**src/rtl/tick_divider_pkg.sv**
```systemverilog
// Shared constants and helpers for the tick_divider clock-enable generator.
package tick_divider_pkg;

    localparam int unsigned CNT_W_DEF       = 28;
    localparam int unsigned DEFAULT_DIV_DEF = 100000000;

    // A zero divisor would never wrap; treat it as divide-by-one.
    function automatic logic [63:0] clamp_div(input logic [63:0] div);
        return (div == 64'd0) ? 64'd1 : div;
    endfunction

endpackage

```
**src/rtl/tick_divider_if.sv**
```systemverilog
// Control/status bundle for tick_divider.
// TICK_DIVIDER_TICK_COUNT_EN adds the tick_cnt wrap counter.
interface tick_divider_if #(
    parameter int unsigned CNT_W     = 28,
    parameter int unsigned TICKCNT_W = 16
);

    logic             en;
    logic             clr;
    logic             div_load;
    logic [CNT_W-1:0] div_value;
    logic             tick;
    logic             q;
    logic             sq;
    logic [CNT_W-1:0] div_active;
`ifdef TICK_DIVIDER_TICK_COUNT_EN
    logic [TICKCNT_W-1:0] tick_cnt;

    modport master (
        output en, clr, div_load, div_value,
        input  tick, q, sq, div_active, tick_cnt
    );
    modport slave (
        input  en, clr, div_load, div_value,
        output tick, q, sq, div_active, tick_cnt
    );
`else
    modport master (
        output en, clr, div_load, div_value,
        input  tick, q, sq, div_active
    );
    modport slave (
        input  en, clr, div_load, div_value,
        output tick, q, sq, div_active
    );
`endif

endinterface

```
**src/rtl/tick_divider.sv**
```systemverilog
// Programmable clock-enable generator: tick strobe, toggle q and square wave sq.
// Define TICK_DIVIDER_TICK_COUNT_EN to add the tick_cnt wrap counter output.
module tick_divider
    import tick_divider_pkg::*;
#(
    parameter int unsigned CNT_W       = CNT_W_DEF,
    parameter int unsigned DEFAULT_DIV = DEFAULT_DIV_DEF,
    parameter int unsigned TICKCNT_W   = 16
) (
    input  logic           clk,
    input  logic           reset_n,
    tick_divider_if.slave  bus
);

    localparam logic [CNT_W-1:0] One = CNT_W'(1);

    if (DEFAULT_DIV < 1 || (64'(DEFAULT_DIV) >> CNT_W) != 64'd0 || TICKCNT_W == 0)
    begin : g_param_check
        $error("tick_divider: DEFAULT_DIV or TICKCNT_W out of range");
    end

    logic [CNT_W-1:0] cnt_q, cnt_d;
    logic [CNT_W-1:0] div_q, div_d;
    logic [CNT_W-1:0] pend_div_q, pend_div_d;
    logic             pend_q, pend_d;
    logic             tick_q, tick_d;
    logic             q_q, q_d;
    logic             sq_q, sq_d;
    logic [CNT_W-1:0] load_val;
    logic [CNT_W-1:0] half;
    logic             wrap;

    always_comb begin
        load_val   = CNT_W'(clamp_div(64'(bus.div_value)));
        wrap       = bus.en && (cnt_q == div_q - One);
        cnt_d      = cnt_q;
        div_d      = div_q;
        pend_d     = pend_q;
        pend_div_d = pend_div_q;
        tick_d     = 1'b0;
        q_d        = q_q;

        if (bus.clr) begin
            cnt_d  = '0;
            q_d    = 1'b0;
            pend_d = 1'b0;
            if (bus.div_load) begin
                div_d = load_val;
            end else if (pend_q) begin
                div_d = pend_div_q;
            end
        end else if (!bus.en) begin
            // Stopped: a pending divisor is applied right away instead of waiting for a wrap.
            if (pend_q) begin
                cnt_d  = '0;
                div_d  = bus.div_load ? load_val : pend_div_q;
                pend_d = 1'b0;
            end else if (bus.div_load) begin
                pend_d     = 1'b1;
                pend_div_d = load_val;
            end
        end else if (wrap) begin
            cnt_d  = '0;
            tick_d = 1'b1;
            q_d    = ~q_q;
            pend_d = 1'b0;
            if (bus.div_load) begin
                div_d = load_val;
            end else if (pend_q) begin
                div_d = pend_div_q;
            end
        end else begin
            cnt_d = cnt_q + One;
            if (bus.div_load) begin
                pend_d     = 1'b1;
                pend_div_d = load_val;
            end
        end

        // sq follows the next-state phase so it stays aligned across divisor changes.
        half = (div_d >> 1) + CNT_W'(div_d[0]);
        sq_d = (div_d == One) ? ~q_d : (cnt_d < half);
    end

    always_ff @(posedge clk or negedge reset_n) begin
        if (!reset_n) begin
            cnt_q      <= '0;
            div_q      <= CNT_W'(DEFAULT_DIV);
            pend_div_q <= CNT_W'(DEFAULT_DIV);
            pend_q     <= 1'b0;
            tick_q     <= 1'b0;
            q_q        <= 1'b0;
            sq_q       <= 1'b1;
        end else begin
            cnt_q      <= cnt_d;
            div_q      <= div_d;
            pend_div_q <= pend_div_d;
            pend_q     <= pend_d;
            tick_q     <= tick_d;
            q_q        <= q_d;
            sq_q       <= sq_d;
        end
    end

    assign bus.tick       = tick_q;
    assign bus.q          = q_q;
    assign bus.sq         = sq_q;
    assign bus.div_active = div_q;

`ifdef TICK_DIVIDER_TICK_COUNT_EN
    logic [TICKCNT_W-1:0] tick_cnt_q, tick_cnt_d;

    always_comb begin
        tick_cnt_d = tick_cnt_q;
        if (bus.clr) begin
            tick_cnt_d = '0;
        end else if (wrap) begin
            tick_cnt_d = tick_cnt_q + TICKCNT_W'(1);
        end
    end

    always_ff @(posedge clk or negedge reset_n) begin
        if (!reset_n) begin
            tick_cnt_q <= '0;
        end else begin
            tick_cnt_q <= tick_cnt_d;
        end
    end

    assign bus.tick_cnt = tick_cnt_q;
`endif

endmodule

```
**src/flat_wrapper.sv**
```systemverilog
// flat-port wrapper written by rule: the top's interface ports become plain ports
module tick_divider_flat import tick_divider_pkg::*;
#(
    parameter int unsigned CNT_W       = CNT_W_DEF,
    parameter int unsigned DEFAULT_DIV = DEFAULT_DIV_DEF,
    parameter int unsigned TICKCNT_W   = 16
)
  (clk, reset_n, bus_en, bus_clr, bus_div_load, bus_div_value, bus_tick, bus_q, bus_sq, bus_div_active);
  tick_divider_if #(.CNT_W(CNT_W), .TICKCNT_W(TICKCNT_W)) bus_i ();
  input  logic clk;
  input  logic reset_n;
  input wire logic [$bits(bus_i.en)-1:0] bus_en;
  input wire logic [$bits(bus_i.clr)-1:0] bus_clr;
  input wire logic [$bits(bus_i.div_load)-1:0] bus_div_load;
  input wire logic [$bits(bus_i.div_value)-1:0] bus_div_value;
  output wire logic [$bits(bus_i.tick)-1:0] bus_tick;
  output wire logic [$bits(bus_i.q)-1:0] bus_q;
  output wire logic [$bits(bus_i.sq)-1:0] bus_sq;
  output wire logic [$bits(bus_i.div_active)-1:0] bus_div_active;
  assign bus_i.en = bus_en;
  assign bus_i.clr = bus_clr;
  assign bus_i.div_load = bus_div_load;
  assign bus_i.div_value = bus_div_value;
  assign bus_tick = bus_i.tick;
  assign bus_q = bus_i.q;
  assign bus_sq = bus_i.sq;
  assign bus_div_active = bus_i.div_active;
  tick_divider #(.CNT_W(CNT_W), .DEFAULT_DIV(DEFAULT_DIV), .TICKCNT_W(TICKCNT_W)) u_core (.clk(clk), .reset_n(reset_n), .bus(bus_i));
endmodule
```
**config.mk**
```make
export PLATFORM = sky130hd
export DESIGN_NAME = tick_divider_flat
export DESIGN_NICKNAME = d
export VERILOG_FILES = /design/src/rtl/tick_divider_pkg.sv /design/src/rtl/tick_divider_if.sv /design/src/rtl/tick_divider.sv /design/src/flat_wrapper.sv
export SDC_FILE = /design/constraint.sdc
export NUM_CORES = 1
export LEC_CHECK = 0
export ABC_CLOCK_PERIOD_IN_PS = 20600
export CORE_AREA = 2 2 85 168
export DETAILED_ROUTE_END_ITERATION = 10
export DIE_AREA = 0 0 87 170
export DONT_BUFFER_PORTS = 1
export GPL_ROUTABILITY_DRIVEN = 1
export GPL_TIMING_DRIVEN = 0
export PLACE_DENSITY = 0.79
export SLEW_MARGIN = 20
export SYNTH_ARGS = -nofsm -noshare
export SYNTH_HDL_FRONTEND = slang
export SYNTH_SLANG_ARGS = --single-unit
```
**constraint.sdc**
```tcl
create_clock -name clk -period 20.6 [get_ports clk]
set_clock_uncertainty 0.05 [all_clocks]
set_input_delay 5.15 -clock clk [delete_from_list [all_inputs] [get_ports clk]]
set_output_delay 5.15 -clock clk [all_outputs]
set_load 0.02 [all_outputs]
```
==> reports/results.txt <==
Status -> finished clean
Synth Flop Type -> dfrtp_1
Pleak -> 0.00323 uW
Async S/R FF share, synth -> 100%
Netlist cell types -> 69
Core Region -> 13400 sq um
Worst slew margin -> 38.1%
First-pass GRT wire length -> 43300 microns
Seq/Total Area, Yosys -> 29.3%
Clock Latency Late Sink -> 0.36 ns
Max-slew violations -> 0
Post-synth EDFFs -> 0
HP Class -> flip-flop to flip-flop
Maximum VDD drop -> 0.0000516 V
Via count -> 7821
Root buf cell -> clkbuf_16
1st-iter DRT viols -> 699
Die ar. -> 14800 sq um
Post-CTS setup buffer count -> 0
Avg WL per Cell -> 25.7 microns
Clock slew at reported path FFs -> 0.07 ns
Sum of negative setup slack -> 0 ns
Fmax -> 84.4 MHz
TritonCTS buffer count -> 9
Register area -> 2230 sq um
CP peak stage delay -> 0.59 ns
Worst EP required -> 20.84 ns
Critical Path Start Type -> primary input
#FFs+latches synth -> 88
Syn_nets -> 995
Part of the power in registers -> 41.6%
Cell mode on critical path -> a21o_1
Grt met2 use -> 69.1%
Layout area overhead -> 6.22%
N_diodes -> 0
Vias in the first global route -> 7997
Nets -> 1006
Final setup fails -> 0
P_sw -> 230 uW
Crit path capture type -> flip-flop
Hold depth -> 2
Hold Fails Final Rpt -> 0
Synthesized area -> 7620 sq um
Post-route DRC -> 0
Worst setup margin -> 8.75 ns
CTS tree -> done
Sw Share -> 40.0%
Area of the multi-input gates -> 5110 sq um
GR Overflow Total -> 0
Worst slack at placement -> 8.69 ns
Antenna Nets Post-Route -> 0
Synth warnings -> 0
Placer Congestion -> 1.02
Internal -> 345 uW
Post-CTS Hold Buffers -> 0
Tot GR Track Use -> 39.3%
IO Count -> 64
Cell Pwr Density -> 71.0 nW/um^2
Avg Cell Area, Syn -> 8.20 sq um
Final Critical Period -> 11.85 ns
Detail Placement HPWL -> 22200 microns
Clock buffer depth -> 2
GRT Max-Usage Layer -> met2
Largest net degree at the start of global routing -> 89
Part of the cycle the worst path needs -> 57.5%
Htree depth -> 3
Chip width -> 87 microns
Arr. time, crit path -> 12.08 ns
Initial antenna violation count -> 0
Cells after Synth -> 930
Critical path class -> primary input to flip-flop
Worst-margin pin slew -> 0.927 ns
Proportion of power drawn by combinational gates -> 31.1%
Initial Util -> 56.7%
Final WL -> 28300 microns
# rows -> 60
Port bufs -> 0
Max Cap Viol -> 0
Pre-Repair DR Iteration Count -> 5
Die Height -> 170 microns
Clock share of power -> 27.3%
Met3 GRT Util -> 7.57%
Vias/cell -> 7.10
Clock Sinks -> 88
Post-CTS Resized -> 0
Filler instances -> 1210
Critical path's slowest cell -> clkbuf_1
Unrepaired setup endpoints after global routing -> no
Worst r2r path cells -> 30
Met1 Use GR -> 38.1%
Worst Path Max Fanout -> 10
Layout cells sized above 1 -> 8.14%
critical path: cells and delay by family:
kind | cells | cell delay [ns]
compound gates | 16 | 3.62
mux | 1 | 0.16
fa+ha+maj | 3 | 0.78
simple gates | 2 | 0.33
buf+inv | 4 | 2.02
per-layer routing:
layer / wire length [microns] / share of wire [%]
met1: 9110 / 32
met2: 14800 / 52
met3: 1900 / 6.7
met4: 2510 / 8.8
met5: 0 / 0
area by class of cell:
type / count / area share, %
Multi-Input combinational cell: 768 / 63.1
Sequential cell: 88 / 27.6
Buffer: 60 / 2.89
Clock buffer: 10 / 2.83
Tap cell: 155 / 2.40
Inverter: 14 / 0.649
Clock inverter: 6 / 0.556
registers in the layout, indices dropped and copies added, names as in the netlist:
register,flops
u_core.bus.div_active,28
u_core.cnt_q,28
u_core.pend_div_q,28
u_core.bus.q,1
u_core.bus.sq,1
u_core.bus.tick,1
u_core.pend_q,1
synth_stat cells (all sizes together) (20+ instances only):
cell type	instances	area (sq um)
nor3	26	130
nor4	32	236
nor2	97	367
dfstp	25	657
xor2	29	254
o21ai	65	325
clkbuf	49	184
a21o	20	150
nand3	30	150
mux2i	50	500
a21oi	63	315
ha	32	400
nand2	63	236
xnor2	34	298
dfrtp	63	1580
worst paths after layout:
path	from	endpoint	slack [ns]
max in group asynchronous	reset_n	u_core.bus.div_active[13]	15.78
setup reg to reg	u_core.bus.div_active[0]	u_core.bus.sq	11.54
hold reg to reg	u_core.pend_div_q[15]	u_core.pend_div_q[15]	0.45
min in group asynchronous	reset_n	u_core.bus.div_active[19]	4.43
hold / removal	u_core.pend_div_q[15]	u_core.pend_div_q[15]	0.45
setup / recovery	bus_div_load	u_core.bus.sq	8.75
cell usage in the layout (no fill, tap or decap), drive strengths merged, types with 29 or more instances in the layout:
| master | n |
|---|---|
| nor2 | 97 |
| o21ai | 65 |
| a21oi | 63 |
| nand2 | 63 |
| dfrtp | 63 |
| clkbuf | 59 |
| mux2i | 50 |
| xnor2 | 34 |
| ha | 32 |
| nor4 | 32 |
| nand3 | 30 |
| xor2 | 29 |
cells by family (layout without fill, tap and decap cells):
kind of cell / count (synthesis) / in the layout / synth area share, %
buffers and inverters: 74 / 90 / 3.76
and+or+nand+nor: 379 / 379 / 26.8
DFF: 88 / 88 / 29.3
muxes: 65 / 65 / 8.78
xor gates and xnor gates: 63 / 63 / 7.24
AOI/OAI and AO/OA: 229 / 229 / 18.8
adders and majority gates: 32 / 32 / 5.25
per-stage QoR:
step	hold WS [ns]	util [%]	total power, uW	cell area, sq um	instances
after CTS	0.450	60.3	567	8100	1101
after global routing	0.480	60.3	598	8100	1101
final	0.454	60.3	575	8100	1101
after global placement	0.427	58.2	406	7820	1085
after floorplan	0.414	-	355	7620	930
after detailed placement	0.441	58.2	411	7820	1085
power groups by stage:
stage	registers, uW	logic [uW]	clock network [uW]
2_1_floorplan	228	127	0
3_3_place_gp	240	166	0
3_5_place_dp	241	170	0
4_1_cts	238	172	157
5_1_grt	241	192	165
6_report	239	179	157
(Power assumes the default switching activity.)
